[config.mk]
export PLATFORM = sky130hd
export DESIGN_NAME = fetch_unit_flat
export DESIGN_NICKNAME = d
export VERILOG_FILES = /design/src/rtl/fetch_unit_if.sv /design/src/rtl/fetch_unit.sv /design/src/flat_wrapper.sv
export SDC_FILE = /design/constraint.sdc
export NUM_CORES = 1
export LEC_CHECK = 0
export ABC_CLOCK_PERIOD_IN_PS = 7250
export CORE_UTILIZATION = 50
export CTS_BUF_LIST = sky130_fd_sc_hd__clkbuf_8 sky130_fd_sc_hd__clkbuf_16
export DETAILED_ROUTE_END_ITERATION = 12
export PLACE_DENSITY = 0.76
export RECOVER_POWER = 25
export SETUP_SLACK_MARGIN = 0.02
export SLEW_MARGIN = 30
export SYNTH_ARGS = -nofsm -noshare
export SYNTH_HDL_FRONTEND = slang
export SYNTH_SLANG_ARGS = --single-unit
[constraint.sdc]
create_clock -name clk -period 7.25 [get_ports clk]
set_clock_uncertainty 0.1 [all_clocks]
set_input_delay 1.0875 -clock clk [delete_from_list [all_inputs] [get_ports clk]]
set_output_delay 1.0875 -clock clk [all_outputs]
set_load 0.005 [all_outputs]
[src/rtl/fetch_unit_if.sv]
// rtl/fetch_unit_if.sv - fetch stage bus: imem request/response, decode hazard inputs, IF/ID outputs
interface fetch_unit_if #(
    parameter int XLEN = 32,
    parameter int ILEN = 32
);
    logic            imem_req_valid;
    logic [XLEN-1:0] imem_req_addr;
    logic            imem_req_ready;
    logic            imem_resp_valid;
    logic [ILEN-1:0] imem_resp_data;
    logic            hazi_redirect;
    logic [XLEN-1:0] fwi_target_addr;
    logic            hazi_stall;
    logic            dst_valid;
    logic [XLEN-1:0] dst_pc;
    logic [ILEN-1:0] dst_instr;

    modport master (
        output imem_req_valid, imem_req_addr, dst_valid, dst_pc, dst_instr,
        input  imem_req_ready, imem_resp_valid, imem_resp_data,
               hazi_redirect, fwi_target_addr, hazi_stall
    );

    modport slave (
        input  imem_req_valid, imem_req_addr, dst_valid, dst_pc, dst_instr,
        output imem_req_ready, imem_resp_valid, imem_resp_data,
               hazi_redirect, fwi_target_addr, hazi_stall
    );
endinterface

[src/rtl/fetch_unit.sv]
// rtl/fetch_unit.sv - instruction fetch stage with PC, single-outstanding imem requests, IQ and IF/ID register
module fetch_unit #(
    parameter int               XLEN     = 32,
    parameter int               ILEN     = 32,
    parameter logic [ILEN-1:0]  NOP      = 32'h0000_0013,
    parameter logic [XLEN-1:0]  RESET_PC = '0,
    parameter int               IQ_DEPTH = 2
) (
    input  logic          clk,
    input  logic          rst,
    fetch_unit_if.master  bus
);
    localparam int PTR_W = (IQ_DEPTH > 1) ? $clog2(IQ_DEPTH) : 1;
    localparam int CNT_W = $clog2(IQ_DEPTH + 1);
    localparam logic [CNT_W-1:0] DEPTH_C = CNT_W'(IQ_DEPTH);

    typedef enum logic [1:0] {S_FETCH, S_WAIT, S_DRAIN} state_t;

    state_t            state, state_nxt;
    logic [XLEN-1:0]   pc, req_pc;
    logic [XLEN-1:0]   q_pc    [IQ_DEPTH];
    logic [ILEN-1:0]   q_instr [IQ_DEPTH];
    logic [PTR_W-1:0]  rd_ptr, wr_ptr;
    logic [CNT_W-1:0]  count;
    logic              req_fire, push, pop;
    logic              dst_valid_r;
    logic [XLEN-1:0]   dst_pc_r;
    logic [ILEN-1:0]   dst_instr_r;

    function automatic logic [PTR_W-1:0] ptr_inc(input logic [PTR_W-1:0] p);
        return (p == PTR_W'(IQ_DEPTH - 1)) ? '0 : p + PTR_W'(1);
    endfunction

    // State register
    always_ff @(posedge clk or posedge rst) begin
        if (rst) state <= S_FETCH;
        else     state <= state_nxt;
    end

    // Next state: a response always returns to FETCH; a redirect while a word is owed parks in DRAIN
    always_comb begin
        state_nxt = state;
        case (state)
            S_FETCH: if (req_fire) state_nxt = S_WAIT;
            S_WAIT: begin
                if (bus.imem_resp_valid)    state_nxt = S_FETCH;
                else if (bus.hazi_redirect) state_nxt = S_DRAIN;
            end
            S_DRAIN: if (bus.imem_resp_valid) state_nxt = S_FETCH;
            default: state_nxt = S_FETCH;
        endcase
    end

    // Outputs and strobes; outstanding is zero in FETCH, so credit reduces to queue occupancy there
    always_comb begin
        bus.imem_req_valid = !rst && (state == S_FETCH) && !bus.hazi_redirect && (count < DEPTH_C);
        bus.imem_req_addr  = pc;
        req_fire           = bus.imem_req_valid && bus.imem_req_ready;
        push               = (state == S_WAIT) && bus.imem_resp_valid && !bus.hazi_redirect;
        pop                = !bus.hazi_redirect && !bus.hazi_stall && (count != '0);
    end

    // PC and the address of the request in flight
    always_ff @(posedge clk or posedge rst) begin
        if (rst) begin
            pc     <= RESET_PC;
            req_pc <= '0;
        end else if (bus.hazi_redirect) begin
            pc <= {bus.fwi_target_addr[XLEN-1:2], 2'b00};
        end else if (req_fire) begin
            pc     <= pc + XLEN'(4);
            req_pc <= pc;
        end
    end

    // Queue pointers and occupancy; redirect empties the queue
    always_ff @(posedge clk or posedge rst) begin
        if (rst) begin
            rd_ptr <= '0;
            wr_ptr <= '0;
            count  <= '0;
        end else if (bus.hazi_redirect) begin
            rd_ptr <= '0;
            wr_ptr <= '0;
            count  <= '0;
        end else begin
            if (push) wr_ptr <= ptr_inc(wr_ptr);
            if (pop)  rd_ptr <= ptr_inc(rd_ptr);
            case ({push, pop})
                2'b10:   count <= count + CNT_W'(1);
                2'b01:   count <= count - CNT_W'(1);
                default: count <= count;
            endcase
        end
    end

    // Queue storage needs no reset; occupancy alone says what is valid
    always_ff @(posedge clk) begin
        if (push) begin
            q_pc[wr_ptr]    <= req_pc;
            q_instr[wr_ptr] <= bus.imem_resp_data;
        end
    end

    // IF/ID register: flush on redirect even when stalled, else load head or bubble
    always_ff @(posedge clk or posedge rst) begin
        if (rst) begin
            dst_valid_r <= 1'b0;
            dst_pc_r    <= '0;
            dst_instr_r <= NOP;
        end else if (bus.hazi_redirect) begin
            dst_valid_r <= 1'b0;
            dst_instr_r <= NOP;
        end else if (!bus.hazi_stall) begin
            if (count != '0) begin
                dst_valid_r <= 1'b1;
                dst_pc_r    <= q_pc[rd_ptr];
                dst_instr_r <= q_instr[rd_ptr];
            end else begin
                dst_valid_r <= 1'b0;
                dst_instr_r <= NOP;
            end
        end
    end

    assign bus.dst_valid = dst_valid_r;
    assign bus.dst_pc    = dst_pc_r;
    assign bus.dst_instr = dst_instr_r;

    a_no_push_full: assert property (@(posedge clk) disable iff (rst) !(push && count == DEPTH_C));
    a_resp_owed:    assert property (@(posedge clk) disable iff (rst) bus.imem_resp_valid |-> state != S_FETCH);
    a_addr_align:   assert property (@(posedge clk) disable iff (rst) bus.imem_req_addr[1:0] == 2'b00);
endmodule

[src/flat_wrapper.sv]
// flat-port wrapper written by rule: the top's interface ports become plain ports
module fetch_unit_flat 
#(
    parameter int               XLEN     = 32,
    parameter int               ILEN     = 32,
    parameter logic [ILEN-1:0]  NOP      = 32'h0000_0013,
    parameter logic [XLEN-1:0]  RESET_PC = '0,
    parameter int               IQ_DEPTH = 2
)
  (clk, rst, bus_imem_req_valid, bus_imem_req_addr, bus_dst_valid, bus_dst_pc, bus_dst_instr, bus_imem_req_ready, bus_imem_resp_valid, bus_imem_resp_data, bus_hazi_redirect, bus_fwi_target_addr, bus_hazi_stall);
  fetch_unit_if #(.XLEN(XLEN), .ILEN(ILEN)) bus_i ();
  input  logic clk;
  input  logic rst;
  output wire logic [$bits(bus_i.imem_req_valid)-1:0] bus_imem_req_valid;
  output wire logic [$bits(bus_i.imem_req_addr)-1:0] bus_imem_req_addr;
  output wire logic [$bits(bus_i.dst_valid)-1:0] bus_dst_valid;
  output wire logic [$bits(bus_i.dst_pc)-1:0] bus_dst_pc;
  output wire logic [$bits(bus_i.dst_instr)-1:0] bus_dst_instr;
  input wire logic [$bits(bus_i.imem_req_ready)-1:0] bus_imem_req_ready;
  input wire logic [$bits(bus_i.imem_resp_valid)-1:0] bus_imem_resp_valid;
  input wire logic [$bits(bus_i.imem_resp_data)-1:0] bus_imem_resp_data;
  input wire logic [$bits(bus_i.hazi_redirect)-1:0] bus_hazi_redirect;
  input wire logic [$bits(bus_i.fwi_target_addr)-1:0] bus_fwi_target_addr;
  input wire logic [$bits(bus_i.hazi_stall)-1:0] bus_hazi_stall;
  assign bus_imem_req_valid = bus_i.imem_req_valid;
  assign bus_imem_req_addr = bus_i.imem_req_addr;
  assign bus_dst_valid = bus_i.dst_valid;
  assign bus_dst_pc = bus_i.dst_pc;
  assign bus_dst_instr = bus_i.dst_instr;
  assign bus_i.imem_req_ready = bus_imem_req_ready;
  assign bus_i.imem_resp_valid = bus_imem_resp_valid;
  assign bus_i.imem_resp_data = bus_imem_resp_data;
  assign bus_i.hazi_redirect = bus_hazi_redirect;
  assign bus_i.fwi_target_addr = bus_fwi_target_addr;
  assign bus_i.hazi_stall = bus_hazi_stall;
  fetch_unit #(.XLEN(XLEN), .ILEN(ILEN), .NOP(NOP), .RESET_PC(RESET_PC), .IQ_DEPTH(IQ_DEPTH)) u_core (.clk(clk), .rst(rst), .bus(bus_i));
endmodule
==> impl_metrics.py <==
metrics = {
    "status": {
        "outcome": "complete, but fails checks",
        "violations": "capacitance limit, slew limit",
    },
    "clock_network": {
        "postCtsHoldBufs": 0,
        "cts_resized": 0,
        "cts_root_buf": "clkbuf_16",
        "cts_setup_buffers": 0,
        "htreeDepth": 1,
        "clock_latency_ns": 0.52,
        "clk_path_buf_depth": 3,
        "clk_pin_slew_ns": 0.06,
        "cts_buffers": 26,
        "cts.sinks": 253,
        "cts_tree": "built",
    },
    "critical_path": {
        "slowest_delay_ns": 1.84,
        "worstPathArrival_ns": 3.95,
        "cp_data_required_time_ns": 6.06,
        "end_kind": "primary output",
        "path_cells": "buf_2 > clkbuf_1 > or4_4 > nor2_1 > clkdlybuf4s50_1",
        "worstSetupStartpointType": "primary input",
        "worstSetupPathType": "primary input to primary output",
        "cp_max_fo": 60,
        "crit_path_top_delay_cell": "clkbuf_1",
    },
    "place": {
        "gp_congestion": 0.743,
        "portBuffers": 161,
        "hpwl_um": 12300,
    },
    "power_and_ir_drop": {
        "vdd_drop_max_mv": 0.173,
        "power.share.combinational_pct": 9.5,
        "seqPwrFrac_pct": 52.1,
        "switching_share_pct": 22.2,
        "p_int_uw": 2550,
        "p_sw_uw": 729,
        "p_total_uw": 3280,
        "clock_power_share_pct": 38.4,
        "p_leak_uw": 0.00488,
        "power.density_nw_per_um2": 261,
    },
    "grt": {
        "antenna_found_initial": 1,
        "grt-ovfl-total": 0,
        "grt_usage_pct": 20.8,
        "grt_pass1_vias": 6335,
        "grt_max_degree": 91,
        "grt_pass1_wl_um": 32900,
    },
    "timing": {
        "tns_ns": 0,
        "hold_viol": 0,
        "rsz0062_at_grt": "no",
        "slew_headroom_pct": -83.9,
        "finalMaxSlewViolations": 122,
        "tightest_slew_ns": 2.74,
        "period_share_pct": 70.8,
        "period_needed_ns": 5.14,
        "fmax_mhz": 195,
        "final-setup-viol-count": 0,
    },
    "hold_path": {
        "hold_class": "flip-flop to flip-flop",
    },
    "routing": {
        "drt_iter0_markers": 350,
        "antenna_left": 0,
        "via_count": 6379,
        "vias_per_cell": 5.24,
        "wire_per_inst_um": 16.5,
        "route.detailed.drc": 0,
        "dr.pass1.iters": 4,
        "routed_wl_um": 20100,
    },
    "logic_synthesis": {
        "synthCells": 775,
        "ys_ff_latch": 253,
        "async_reset_ff_share_pct": 51.0,
        "synth_ff_type": "dfrtp_1",
        "ys_seq_area_share_pct": 70.4,
        "synth_enable_flop_cells": 124,
        "ys_warn_count": 0,
        "syn_area_um2": 9880,
        "yosysUniqueCellTypes": 53,
        "avgSynthCellArea_um2": 12.8,
    },
    "layout": {
        "area_growth_pct": 27.1,
        "drive_gt1_share_pct": 6.31,
        "fin_nets": 1002,
    },
    "die": {
        "num_rows": 51,
        "fp.dieH_um": 143,
        "initial_core_util_pct": 51.0,
        "coreArea_um2": 19400,
        "dieArea_um2": 20300,
        "io_pins": 168,
        "chipWidth_um": 143,
    },
    "flow_run": {
        "timing.max_cap.violations": 2,
    },
}
-- layer usage --
layer	track usage [%]	routed length, um	vias up
met5	0	0	-
met2	34.0	9650	162
met3	4.58	1120	29
met4	6.17	401	0
li1	-	-	3081
met1	28.0	8930	3107
-- cells in the mapped netlist (all sizes together), types with 5 or more instances --
cell type	n	area, um2
mux2i	65	651
a22oi	6	45.0
edfxtp	124	3720
nand3b	5	37.5
o311ai	9	78.8
dfrtp	126	3150
buf	10	63.8
nand3	15	80.1
nand2	182	683
nand4	10	83.8
nor2	27	111
a21oi	9	45.0
clkbuf	33	124
o211ai	12	90.1
o21ai	78	390
nor2b	13	81.3
-- cell usage in the layout (no fill, tap or decap), types with 4 or more instances in the layout --
cell type        count
nand2_1            181
buf_4                4
and3_1               4
mux2i_1             65
nand4_1              8
nand3b_1             5
clkbuf_16           27
o311ai_0             8
dlygate4sd3_1       33
edfxtp_1           124
a22oi_1              6
dfrtp_1            125
inv_1               17
conb_1               4
nor2_1              24
clkbuf_8             5
nand3_1             14
clkdlybuf4s50_1    127
a21oi_1              9
nor2b_1             12
o211ai_1            12
o21ai_0             78
-- flip-flops by register name, summed over array words and instances (netlist names) --
name	flops
u_core.q_instr	64
u_core.q_pc	60
u_core.bus.dst_instr	32
u_core.bus.dst_pc	30
u_core.bus.imem_req_addr	30
u_core.req_pc	30
u_core.count	2
u_core.state	2
u_core.bus.dst_valid	1
u_core.rd_ptr	1
u_core.wr_ptr	1
-- stage by stage --
| step | cell area [um2] | hold slack (ns) | setup slack (ns) | util [%] | cells |
|---|---|---|---|---|---|
| after floorplan | 9900 | 0.342 | 0.306 | - | 778 |
| after global placement | 11700 | 0.351 | 3.31 | 60.4 | 1168 |
| after detailed placement | 11700 | 0.360 | 3.32 | 60.4 | 1168 |
| after CTS | 12600 | 0.375 | 3.31 | 64.7 | 1216 |
| after global routing | 12600 | 0.384 | 1.92 | 64.8 | 1217 |
| final | 12600 | 0.367 | 2.11 | 64.8 | 1217 |
-- worst max-delay path: cells and delay by family --
family | cells | cell delay [ns]
buffers and inverters | 3 | 2.35
and+or+nand+nor | 2 | 0.50
-- area by class of cell --
cell class                      instances  area, um2
Clock inverter                         16       86.3
Antenna cell                            1       2.50
Multi-Input combinational cell        478       2760
Timing Repair Buffer                  168       1660
Tap cell                              265        332
Sequential cell                       253       6960
Inverter                                4       16.3
Clock buffer                           32        744
Fill cell                            1506       6830
-- power by group through the flow --
stage / clock network, uW / logic (uW) / registers [uW]
2_1_floorplan: 0 / 128 / 1720
3_3_place_gp: 0 / 310 / 1730
3_5_place_dp: 0 / 318 / 1740
4_1_cts: 1290 / 320 / 1710
5_1_grt: 1350 / 349 / 1720
6_report: 1260 / 311 / 1710
-- kinds of logic (layout without fill, tap and decap cells) --
family | after synthesis | count (layout) | synth area share [%]
AOI/OAI and AO/OA | 125 | 125 | 7.46
xor gates and xnor gates | 4 | 4 | 0.354
adders and majority gates | 1 | 1 | 0.127
buffers and inverters | 47 | 220 | 2.05
DFF | 253 | 253 | 70.4
muxes | 65 | 65 | 6.58
other | 1 | 5 | 0.0379
and+or+nand+nor | 279 | 279 | 13.0
-- worst paths after layout --
path | start | to | slack, ns | depth (start not counted)
max | bus_hazi_redirect | bus_imem_req_valid | 2.11 | 5
min | u_core.req_pc[25]$_DFFE_PP0P_ | u_core.q_pc[1][25]$_DFFE_PP_ | 0.37 | 0
max reg2reg | u_core.count[1]$_DFFE_PP0P_ | u_core.bus.imem_req_addr[17]$_DFFE_PP0P_ | 4.73 | 6
min reg2reg | u_core.req_pc[25]$_DFFE_PP0P_ | u_core.q_pc[1][25]$_DFFE_PP_ | 0.37 | 0
max in group asynchronous | rst | u_core.req_pc[19]$_DFFE_PP0P_ | 3.74 | 3
min in group asynchronous | rst | u_core.req_pc[12]$_DFFE_PP0P_ | 1.75 | 2
No activity file was read; power rests on OpenSTA's default activity.
